[src/rtl/multicycle_ctrl_if.sv]
// Control-to-datapath/memory bundle for the multi-cycle RV32I controller.
// A memory request completes on the cycle mem_req and mem_ready are both high; mem_req stays high until then.
interface multicycle_ctrl_if;
  logic [31:0] instr;
  logic        mem_ready;
  logic        branch_taken;
  logic        mem_req;
  logic        mem_we;
  logic        ir_write;
  logic        pc_write;
  logic        pc_sel;
  logic        reg_we;
  logic [1:0]  wb_sel;
  logic        alu_a_sel;
  logic        alu_b_sel;
  logic [2:0]  imm_type;
  logic [24:0] imm_in;
  logic        illegal;
  logic [2:0]  state;
  logic [31:0] instret;

  modport master (
    input  instr, mem_ready, branch_taken,
    output mem_req, mem_we, ir_write, pc_write, pc_sel, reg_we, wb_sel,
           alu_a_sel, alu_b_sel, imm_type, imm_in, illegal, state, instret
  );

  modport slave (
    output instr, mem_ready, branch_taken,
    input  mem_req, mem_we, ir_write, pc_write, pc_sel, reg_we, wb_sel,
           alu_a_sel, alu_b_sel, imm_type, imm_in, illegal, state, instret
  );
endinterface

[src/rtl/multicycle_ctrl.sv]
// Multi-cycle RV32I control FSM: fetch/decode/exec/mem/wb sequencing, imm32
// configuration, datapath strobes and a retired-instruction counter.
module multicycle_ctrl #(
  parameter logic [31:0] RESET_COUNT = 32'd0
) (
  input  logic              clk,
  input  logic              rst,
  multicycle_ctrl_if.master bus
);

  typedef enum logic [2:0] {
    S_FETCH  = 3'd0,
    S_DECODE = 3'd1,
    S_EXEC   = 3'd2,
    S_MEM    = 3'd3,
    S_WB     = 3'd4,
    S_TRAP   = 3'd5
  } state_t;

  localparam logic [6:0] OPC_OP_IMM = 7'b0010011;
  localparam logic [6:0] OPC_LOAD   = 7'b0000011;
  localparam logic [6:0] OPC_JALR   = 7'b1100111;
  localparam logic [6:0] OPC_STORE  = 7'b0100011;
  localparam logic [6:0] OPC_BRANCH = 7'b1100011;
  localparam logic [6:0] OPC_LUI    = 7'b0110111;
  localparam logic [6:0] OPC_AUIPC  = 7'b0010111;
  localparam logic [6:0] OPC_JAL    = 7'b1101111;
  localparam logic [6:0] OPC_OP     = 7'b0110011;

  state_t      state_q, state_d;
  logic [6:0]  opcode_q, opcode_d;
  logic [24:0] imm_in_q, imm_in_d;
  logic [2:0]  imm_type_q, imm_type_d;
  logic        illegal_q, illegal_d;
  logic [31:0] instret_q, instret_d;

  logic [2:0]  dec_imm_type;
  logic        dec_legal;
  logic        is_load, is_store, is_branch, is_jal, is_jalr, is_op, is_auipc;

  logic        mem_req, mem_we, ir_write, pc_write, pc_sel, reg_we;
  logic [1:0]  wb_sel;
  logic        alu_a_sel, alu_b_sel;

  // Classification of the raw IR word, only consumed in DECODE
  always_comb begin
    dec_imm_type = 3'd0;
    dec_legal    = 1'b1;
    unique case (bus.instr[6:0])
      OPC_OP_IMM: dec_imm_type = (bus.instr[14:12] == 3'b001 ||
                                  bus.instr[14:12] == 3'b101) ? 3'd5 : 3'd0;
      OPC_LOAD, OPC_JALR, OPC_OP: dec_imm_type = 3'd0;
      OPC_STORE:                  dec_imm_type = 3'd2;
      OPC_BRANCH:                 dec_imm_type = 3'd1;
      OPC_LUI, OPC_AUIPC:         dec_imm_type = 3'd3;
      OPC_JAL:                    dec_imm_type = 3'd4;
      default:                    dec_legal    = 1'b0;
    endcase
  end

  assign is_load   = (opcode_q == OPC_LOAD);
  assign is_store  = (opcode_q == OPC_STORE);
  assign is_branch = (opcode_q == OPC_BRANCH);
  assign is_jal    = (opcode_q == OPC_JAL);
  assign is_jalr   = (opcode_q == OPC_JALR);
  assign is_op     = (opcode_q == OPC_OP);
  assign is_auipc  = (opcode_q == OPC_AUIPC);

  always_comb begin
    state_d    = state_q;
    opcode_d   = opcode_q;
    imm_in_d   = imm_in_q;
    imm_type_d = imm_type_q;
    mem_req    = 1'b0;
    mem_we     = 1'b0;
    ir_write   = 1'b0;
    pc_write   = 1'b0;
    pc_sel     = 1'b0;
    reg_we     = 1'b0;
    wb_sel     = 2'd0;
    alu_a_sel  = 1'b0;
    alu_b_sel  = 1'b0;
    unique case (state_q)
      S_FETCH: begin
        mem_req   = 1'b1;
        alu_a_sel = 1'b1;
        alu_b_sel = 1'b1;
        if (bus.mem_ready) begin
          ir_write = 1'b1;
          state_d  = S_DECODE;
        end
      end
      S_DECODE: begin
        opcode_d   = bus.instr[6:0];
        imm_in_d   = bus.instr[31:7];
        imm_type_d = dec_imm_type;
        state_d    = dec_legal ? S_EXEC : S_TRAP;
      end
      S_EXEC: begin
        alu_b_sel = !(is_op || is_branch);
        alu_a_sel = is_auipc || is_jal || is_branch;
        if (is_branch) begin
          pc_write = 1'b1;
          pc_sel   = bus.branch_taken;
          state_d  = S_FETCH;
        end else if (is_load || is_store) begin
          state_d = S_MEM;
        end else begin
          state_d = S_WB;
        end
      end
      S_MEM: begin
        mem_req = 1'b1;
        mem_we  = is_store;
        if (bus.mem_ready) begin
          if (is_store) begin
            pc_write = 1'b1;
            state_d  = S_FETCH;
          end else begin
            state_d = S_WB;
          end
        end
      end
      S_WB: begin
        reg_we   = 1'b1;
        pc_write = 1'b1;
        wb_sel   = is_load ? 2'd1 : ((is_jal || is_jalr) ? 2'd2 : 2'd0);
        pc_sel   = is_jal || is_jalr;
        state_d  = S_FETCH;
      end
      S_TRAP: state_d = S_TRAP;
      default: state_d = S_FETCH;
    endcase
  end

  // Every entry into FETCH other than from reset is a retirement
  always_comb begin
    illegal_d = illegal_q | (state_d == S_TRAP);
    instret_d = instret_q;
    if (state_d == S_FETCH && state_q != S_FETCH) instret_d = instret_q + 32'd1;
  end

  always_ff @(posedge clk) begin
    if (rst) begin
      state_q    <= S_FETCH;
      opcode_q   <= 7'd0;
      imm_in_q   <= 25'd0;
      imm_type_q <= 3'd0;
      illegal_q  <= 1'b0;
      instret_q  <= RESET_COUNT;
    end else begin
      state_q    <= state_d;
      opcode_q   <= opcode_d;
      imm_in_q   <= imm_in_d;
      imm_type_q <= imm_type_d;
      illegal_q  <= illegal_d;
      instret_q  <= instret_d;
    end
  end

  assign bus.mem_req   = mem_req;
  assign bus.mem_we    = mem_we;
  assign bus.ir_write  = ir_write;
  assign bus.pc_write  = pc_write;
  assign bus.pc_sel    = pc_sel;
  assign bus.reg_we    = reg_we;
  assign bus.wb_sel    = wb_sel;
  assign bus.alu_a_sel = alu_a_sel;
  assign bus.alu_b_sel = alu_b_sel;
  assign bus.imm_type  = imm_type_q;
  assign bus.imm_in    = imm_in_q;
  assign bus.illegal   = illegal_q;
  assign bus.state     = state_q;
  assign bus.instret   = instret_q;

endmodule

[src/flat_wrapper.sv]
// flat-port wrapper written by rule: the top's interface ports become plain ports
module multicycle_ctrl_flat 
#(
  parameter logic [31:0] RESET_COUNT = 32'd0
)
  (clk, rst, bus_instr, bus_mem_ready, bus_branch_taken, bus_mem_req, bus_mem_we, bus_ir_write, bus_pc_write, bus_pc_sel, bus_reg_we, bus_wb_sel, bus_alu_a_sel, bus_alu_b_sel, bus_imm_type, bus_imm_in, bus_illegal, bus_state, bus_instret);
  multicycle_ctrl_if bus_i ();
  input  logic clk;
  input  logic rst;
  input wire logic [$bits(bus_i.instr)-1:0] bus_instr;
  input wire logic [$bits(bus_i.mem_ready)-1:0] bus_mem_ready;
  input wire logic [$bits(bus_i.branch_taken)-1:0] bus_branch_taken;
  output wire logic [$bits(bus_i.mem_req)-1:0] bus_mem_req;
  output wire logic [$bits(bus_i.mem_we)-1:0] bus_mem_we;
  output wire logic [$bits(bus_i.ir_write)-1:0] bus_ir_write;
  output wire logic [$bits(bus_i.pc_write)-1:0] bus_pc_write;
  output wire logic [$bits(bus_i.pc_sel)-1:0] bus_pc_sel;
  output wire logic [$bits(bus_i.reg_we)-1:0] bus_reg_we;
  output wire logic [$bits(bus_i.wb_sel)-1:0] bus_wb_sel;
  output wire logic [$bits(bus_i.alu_a_sel)-1:0] bus_alu_a_sel;
  output wire logic [$bits(bus_i.alu_b_sel)-1:0] bus_alu_b_sel;
  output wire logic [$bits(bus_i.imm_type)-1:0] bus_imm_type;
  output wire logic [$bits(bus_i.imm_in)-1:0] bus_imm_in;
  output wire logic [$bits(bus_i.illegal)-1:0] bus_illegal;
  output wire logic [$bits(bus_i.state)-1:0] bus_state;
  output wire logic [$bits(bus_i.instret)-1:0] bus_instret;
  assign bus_i.instr = bus_instr;
  assign bus_i.mem_ready = bus_mem_ready;
  assign bus_i.branch_taken = bus_branch_taken;
  assign bus_mem_req = bus_i.mem_req;
  assign bus_mem_we = bus_i.mem_we;
  assign bus_ir_write = bus_i.ir_write;
  assign bus_pc_write = bus_i.pc_write;
  assign bus_pc_sel = bus_i.pc_sel;
  assign bus_reg_we = bus_i.reg_we;
  assign bus_wb_sel = bus_i.wb_sel;
  assign bus_alu_a_sel = bus_i.alu_a_sel;
  assign bus_alu_b_sel = bus_i.alu_b_sel;
  assign bus_imm_type = bus_i.imm_type;
  assign bus_imm_in = bus_i.imm_in;
  assign bus_illegal = bus_i.illegal;
  assign bus_state = bus_i.state;
  assign bus_instret = bus_i.instret;
  multicycle_ctrl #(.RESET_COUNT(RESET_COUNT)) u_core (.clk(clk), .rst(rst), .bus(bus_i));
endmodule
[config.mk]
export PLATFORM = sky130hd
export DESIGN_NAME = multicycle_ctrl_flat
export DESIGN_NICKNAME = d
export VERILOG_FILES = /design/src/rtl/multicycle_ctrl_if.sv /design/src/rtl/multicycle_ctrl.sv /design/src/flat_wrapper.sv
export SDC_FILE = /design/constraint.sdc
export NUM_CORES = 1
export LEC_CHECK = 0
export CORE_MARGIN = 5
export CORE_UTILIZATION = 25
export DETAILED_ROUTE_END_ITERATION = 10
export MAX_ROUTING_LAYER = met4
export PLACE_DENSITY_LB_ADDON = 0.05
export SLEW_MARGIN = 20
export SYNTH_ARGS = -nofsm -noshare
export SYNTH_HDL_FRONTEND = slang
export SYNTH_SLANG_ARGS = --single-unit
export TNS_END_PERCENT = 100
[constraint.sdc]
create_clock -name clk -period 2.3 [get_ports clk]
set_input_delay 0.46 -clock clk [delete_from_list [all_inputs] [get_ports clk]]
set_output_delay 0.46 -clock clk [all_outputs]
set_load 0.01 [all_outputs]
# Word level (Yosys, flattened, before mapping)
# Cells that the tools add are included.
dict set report totals {
  output_inout_bits 74
  in_bits 36
  reg_bits 71
  elab_cells 72
}
dict set report classes {
  bitwise_logic 1
  n_reduce_logical 14
  add_sub_neg 1
  eq_ne 24
  muxes 26
}
# op count
set op_table {}
lappend op_table {{$eq A7 B7 Y1 const B} 6}
lappend op_table {{$eq A7 B6 Y1 const B} 5}
lappend op_table {{$add A32 B1 Y32 const B} 1}
lappend op_table {{$pmux W3 S5} 2}
lappend op_table {{$eq A7 B5 Y1 const B} 3}
lappend op_table {{$mux W3} 7}
lappend op_table {{$eq A7 B2 Y1 const B} 2}
lappend op_table {{$eq A3 B3 Y1 const B} 4}
lappend op_table {{$mux W1} 10}
lappend op_table {{$reduce_or A9 Y1} 1}
lappend op_table {{$eq A3 B1 Y1 const B} 2}
lappend op_table {{$eq A3 B2 Y1 const B} 2}
lappend op_table {{$logic_not A3 Y1} 2}
lappend op_table {{$logic_or A1 B1 Y1} 6}
lappend op_table {{$mux W2} 3}
lappend op_table {{$pmux W1 S2} 3}
lappend op_table {{$reduce_or A2 Y1} 2}
lappend op_table {{$pmux W1 S3} 1}
lappend op_table {{$reduce_bool A3 Y1} 1}
lappend op_table {{$logic_and A1 B1 Y1} 1}
lappend op_table {{$logic_not A1 Y1} 1}
lappend op_table {{$or A1 B1 Y1} 1}

# Longest topological paths before layout
dict set report depth {
  ltp_word 7
  depth_mapped 8
  mapped_depth_nobuf 6
}

# Worst setup path before layout
# Ideal clock, no wire load.
dict set report synth_timing {
  path_kind {flip-flop to output port}
  from {register u_core.state_q[2] (netlist: u_core.bus.state[2])}
  to {output bus_pc_sel}
  t_arrival_ns 1.465
  path_stages_with_launch 6
  n_path_buf 1
  setup_slack_ns 0.375
  required_time_ns 1.840
  path_cell_list {dfxtp_1 > buf_6 > inv_1 > or3_1 > nor3_1 > a21o_1}
}
dict set report synth_between {
  elab_chain_cells 2
  elab_cells_between_ends 3
  classes_between {eq/ne (2); mux (1)}
}
# element line
set synth_rtl {}
lappend synth_rtl {{from (decl)} multicycle_ctrl.sv:30} ;# state_t state_q, state_d;
lappend synth_rtl {{from (signal assigned)} multicycle_ctrl.sv:152} ;# state_q <= state_d;
lappend synth_rtl {{$eq A3 B3 Y1 / $eq A3 B2 Y1 (equally long branches)} multicycle_ctrl.sv:83} ;# unique case (state_q)
lappend synth_rtl {{$pmux W1 S2 *} multicycle_ctrl.sv:83}
lappend synth_rtl {{to (decl)} flat_wrapper.sv:17} ;# output wire logic [$bits(bus_i.pc_sel)-1:0] bus_pc_sel;
# Mark *: on every way between the ends. The rest lies on a longest branch, timed or not.

# Final worst setup path
dict set report layout_timing {
  from {register u_core.opcode_q[2]}
  to {output bus_alu_a_sel}
}
dict set report layout_between {
  elab_chain_cells 4
  elab_cells_between_ends 6
  classes_between {eq/ne (3); mux (1); reduce/logical (2)}
}
# element line
set layout_rtl {}
lappend layout_rtl {{from (decl)} multicycle_ctrl.sv:31} ;# logic [6:0] opcode_q, opcode_d;
lappend layout_rtl {{from (signal assigned)} multicycle_ctrl.sv:153} ;# opcode_q <= opcode_d;
lappend layout_rtl {{$eq A7 B5 Y1 / $eq A7 B7 Y1 (equally long branches)} {multicycle_ctrl.sv:67, multicycle_ctrl.sv:64}}
lappend layout_rtl {{$logic_or A1 B1 Y1} multicycle_ctrl.sv:101} ;# alu_a_sel = is_auipc || is_jal || is_branch;
lappend layout_rtl {{$logic_or A1 B1 Y1 *} multicycle_ctrl.sv:101}
lappend layout_rtl {{$pmux W1 S2 *} multicycle_ctrl.sv:83}
lappend layout_rtl {{to (decl)} flat_wrapper.sv:20} ;# output wire logic [$bits(bus_i.alu_a_sel)-1:0] bus_alu_a_sel;
# Marks and branches as above.

==> results.yml <==
setup_path:
  worst-r2r-setup-slack_ns: 0.18
  critical_path_required_ns: 1.84
  regToRegStartpoint: "u_core.opcode_q[2]"
  critPathLaunchType: "flop"
  crit_path_cell_trace: "nand4bb_2, nor3_4, buf_4, or3_1, dlygate4sd2_1"
  worstPathArrival_ns: 1.76
  worst_r2r_endpoint: "u_core.bus.instret[20]"
  cp_slowest_stage_delay_ns: 0.43
  endpoint_kind: "output pin"
  slowest_cell_on_the_critical_path: "sky130_fd_sc_hd__dfxtp_1"
  timing.critical_path.fanout_max: 4
  critPathKind: "reg2out"
  worst_r2r_path_depth: 12
logic_synthesis:
  netlist_instances: 422
  asyncSetResetFlopFracSynth_pct: 0
  synth_ff_type: "sky130_fd_sc_hd__dfxtp_1"
  yosys.area.top_type_share_pct: 41.34
  synthesis.area_sq_mm: 0.003438
  synth-warning-count: 0
  number_of_enable_type_register_cells_in_the_synthesized_netlist: 0
  netlist-cell-type-count: 48
  synth-seq-cells: 71
  synth_top_area_cell: "sky130_fd_sc_hd__dfxtp_1"
  top_cells_by_area_synth: "sky130_fd_sc_hd__dfxtp_1 (41%), sky130_fd_sc_hd__nand2_1 (9.5%), sky130_fd_sc_hd__xnor2_1 (7.6%), sky130_fd_sc_hd__a21oi_1 (6.3%), sky130_fd_sc_hd__nor2_1 (4.8%)"
  synth_seq_area_share_pct: 41.34
  synth_fp_nets: 459
  post_synth.cell_area_avg_sq_um: 8.148
placed_design:
  finalWeightedCongestion: 0.7631
  hpwlAfterDp_microns: 7347
  numPortBuffers: 109
  place.detailed.instances: 712
  dpl_worst_slack_ns: -0.05398
die:
  die_area_sq_mm: 0.01620
  start_util_pct: 25.76
  num_rows: 42
  die_w_microns: 127.3
  design.portCount: 110
  die_h_microns: 127.3
  coreArea_sq_mm: 0.01335
timing:
  max_freq_mhz: 451.0
  final_hold_viol_count: 0
  fin_worst_hold_slack_ns: 0.4498
  tightest_slew_ns: 0.3998
  finalCritPeriodShare_pct: 96.41
  maxSlewHeadroom_pct: 73.35
  final.min_clock_period_ns: 2.217
  fin_skew_ns: 0.008934
  post-route-worst-setup-slack_ns: 0.08255
  setup_violations: 0
  report.final.slew_viol_count: 0
  grt_setup_unrepaired: "false"
grt:
  antenna_found_initial: 1
  global_route_wire_length_before_repair_microns: 16890
  grt_util_all_layers_pct: 13.12
  grt_max_degree: 36
  grt_pass1_vias: 3341
  grt_overflow_total: 0
layout:
  final_cell_count_no_fill: 740
  nNetsFinal: 595
  layout_stage_area_growth_over_the_synthesis_result_pct: 58.15
  final_layout_size_suffix_gt1_share_pct: 16.70
  fillCellCount: 1391
clock_network:
  clock_latency_ns: 0.33
  post_cts_hold_buffers: 0
  tritoncts: "done"
  cts-buffers-inserted: 9
  cts-root-to-sink-buffers: 2
  clock_sink_count: 71
  clkSlewWorstSetupHoldPaths_ns: 0.06
  ctsHtreeMaxLevel: 3
  clock-root-buffer: "sky130_fd_sc_hd__clkbuf_16"
min_path:
  hold_path_startpoint: "u_core.bus.imm_in[11]"
  min-delay-path-class: "reg2reg"
  hold_path_depth: 2
  timing.hold.worst_endpoint: "u_core.bus.imm_in[11]"
route:
  wl_per_cell_microns: 13.96
  route.detailed.drc: 0
  drt_first_pass_iters: 4
  postRouteWirelength_microns: 10330
  ant_nets: 0
  detail_route.iter0.violations: 132
  route.detailed.vias_per_inst: 4.536
  route.vias.total: 3357
pwr:
  irDropWorstVdd_uv: 442.3
  leakage_nw: 1.911
  p_per_area_mw_per_mm2: 663.1
run:
  cap_violations: 0
status:
  outcome: "finished, final reports clean"
synthesized netlist by cell type, types with 2 or more instances:
cell                       count
sky130_fd_sc_hd__nand2_1      87
sky130_fd_sc_hd__dfxtp_1      71
sky130_fd_sc_hd__nor2_1       44
sky130_fd_sc_hd__a21oi_1      43
sky130_fd_sc_hd__xnor2_1      30
sky130_fd_sc_hd__nor3_1       21
sky130_fd_sc_hd__clkbuf_1     15
sky130_fd_sc_hd__nand3_1      14
sky130_fd_sc_hd__nor4_2       12
sky130_fd_sc_hd__nand4_1      10
sky130_fd_sc_hd__inv_1         7
sky130_fd_sc_hd__buf_6         5
sky130_fd_sc_hd__and2_1        4
sky130_fd_sc_hd__nor2b_1       4
sky130_fd_sc_hd__nor4_1        4
sky130_fd_sc_hd__nor4b_2       4
sky130_fd_sc_hd__o21ai_0       4
sky130_fd_sc_hd__a21o_1        3
sky130_fd_sc_hd__nand3b_1      3
sky130_fd_sc_hd__nor3b_1       3
sky130_fd_sc_hd__or3_1         3
sky130_fd_sc_hd__buf_2         2
sky130_fd_sc_hd__mux2i_1       2
sky130_fd_sc_hd__nor3_2        2
sky130_fd_sc_hd__o31ai_1       2
how the worst max path moves through the flow:
stage / from / endpoint / slack [ns] / cells after the start
3_3_place_gp: bus_mem_ready / u_core.bus.instret[3] / -0.03 / 8
5_1_grt: u_core.opcode_q[4] / bus_mem_we / 0.01 / 5
6_report: u_core.opcode_q[2] / bus_alu_a_sel / 0.08 / 5
4_1_cts: u_core.bus.state[1] / bus_pc_sel / -0.10 / 4
3_5_place_dp: bus_mem_ready / u_core.bus.instret[1] / -0.05 / 8
2_1_floorplan: u_core.bus.state[2] / bus_pc_sel / 0.38 / 5
registers in the layout, indices dropped and copies added, names as in the netlist:
register / flops
u_core.bus.illegal: 1
u_core.bus.imm_in: 25
u_core.bus.imm_type: 3
u_core.bus.instret: 32
u_core.bus.state: 3
u_core.opcode_q: 7
metal layers:
metal	vias up	track usage (%)	wire length (microns)
li1	1727	-	-
met1	1540	15.75	4719
met2	81	20.66	4797
met3	9	5.008	718
met4	0	3.596	98
met5	-	-	0
what timing repair did:
item | CTS | global route
gates resized for setup | 12 | 15
buffers inserted | 5 | 5
pin swaps | 4 | 8
setup endpoints to repair | 9 | 36
cloned | 0 | 3
hold endpoints to repair | 0 | 0
kinds of logic (layout without fill, tap and decap cells):
| logic type | after synthesis | in the layout | synth area share (%) |
|---|---|---|---|
| buffers and inverters | 30 | 171 | 4.549 |
| adder cells (fa/ha/maj) | 2 | 2 | 0.6913 |
| AND/OR/NAND/NOR | 223 | 223 | 34.06 |
| multiplexers | 2 | 2 | 0.5823 |
| AO/OA/AOI/OAI | 63 | 63 | 10.88 |
| flip-flops | 71 | 71 | 41.34 |
| other | 0 | 1 | 0 |
| XOR/XNOR | 31 | 31 | 7.897 |
cell usage in the layout, fill, tap and decap left out, types with 3 or more instances in the layout:
master                            netlist  routed
sky130_fd_sc_hd__a21oi_1               43      43
sky130_fd_sc_hd__inv_1                  7       7
sky130_fd_sc_hd__and2_1                 4       4
sky130_fd_sc_hd__buf_12                 0       4
sky130_fd_sc_hd__nand3_1               14      14
sky130_fd_sc_hd__nor4_2                12      12
sky130_fd_sc_hd__dfxtp_2                0       3
sky130_fd_sc_hd__clkbuf_16              0      11
sky130_fd_sc_hd__a21o_1                 3       3
sky130_fd_sc_hd__clkdlybuf4s50_1        0     101
sky130_fd_sc_hd__nand3b_1               3       3
sky130_fd_sc_hd__nor4b_2                4       4
sky130_fd_sc_hd__buf_6                  5       3
sky130_fd_sc_hd__nor4_1                 4       4
sky130_fd_sc_hd__buf_4                  1      30
sky130_fd_sc_hd__nor2_1                44      42
sky130_fd_sc_hd__nor3_1                21      17
sky130_fd_sc_hd__xnor2_1               30      30
sky130_fd_sc_hd__nand4_1               10      10
sky130_fd_sc_hd__o21ai_0                4       4
sky130_fd_sc_hd__dfxtp_1               71      68
sky130_fd_sc_hd__nand2_1               87      86
sky130_fd_sc_hd__dlygate4sd2_1          0       5
sky130_fd_sc_hd__nor3_2                 2       4
sky130_fd_sc_hd__bufinv_16              0       3
power by group:
| group | switching, mW | total [mW] | internal (mW) | leakage (nW) |
|---|---|---|---|---|
| logic | 0.299 | 0.618 | 0.319 | 1.16 |
| registers | 0.0392 | 1.33 | 1.29 | 0.578 |
| clock network | 0.541 | 1.66 | 1.12 | 0.176 |
| total | 0.879 | 3.61 | 2.73 | 1.91 |
metrics by stage:
stage	cell area, sq um	total power, mW	utilization (%)	TNS, ns
after floorplan	3438	1.624	-	0
after global placement	4867	1.917	36.46	-0.2763
after detailed placement	4867	1.923	36.46	-0.9010
after CTS	5286	3.610	39.60	-0.1021
after global routing	5438	3.775	40.74	0
final	5438	3.606	40.74	0
final cells by class:
type / instances / area, sq um / area share (%)
multi-input cells: 321 / 1933 / 35.55
repair buffers: 148 / 1474 / 27.11
flip-flops and latches: 71 / 1425 / 26.21
clock buffers: 11 / 252.7 / 4.648
well taps: 176 / 220.2 / 4.050
clock inverters: 5 / 103.9 / 1.910
inverters: 7 / 26.28 / 0.4832
diodes: 1 / 2.502 / 0.04602
worst max-delay path: cells and delay by family (launching register included):
family                 cells  cell delay [ns]
buffers and inverters      2             0.42
DFF                        1             0.43
and+or+nand+nor            3             0.57
Note: power is estimated with default switching activity, not from simulation.
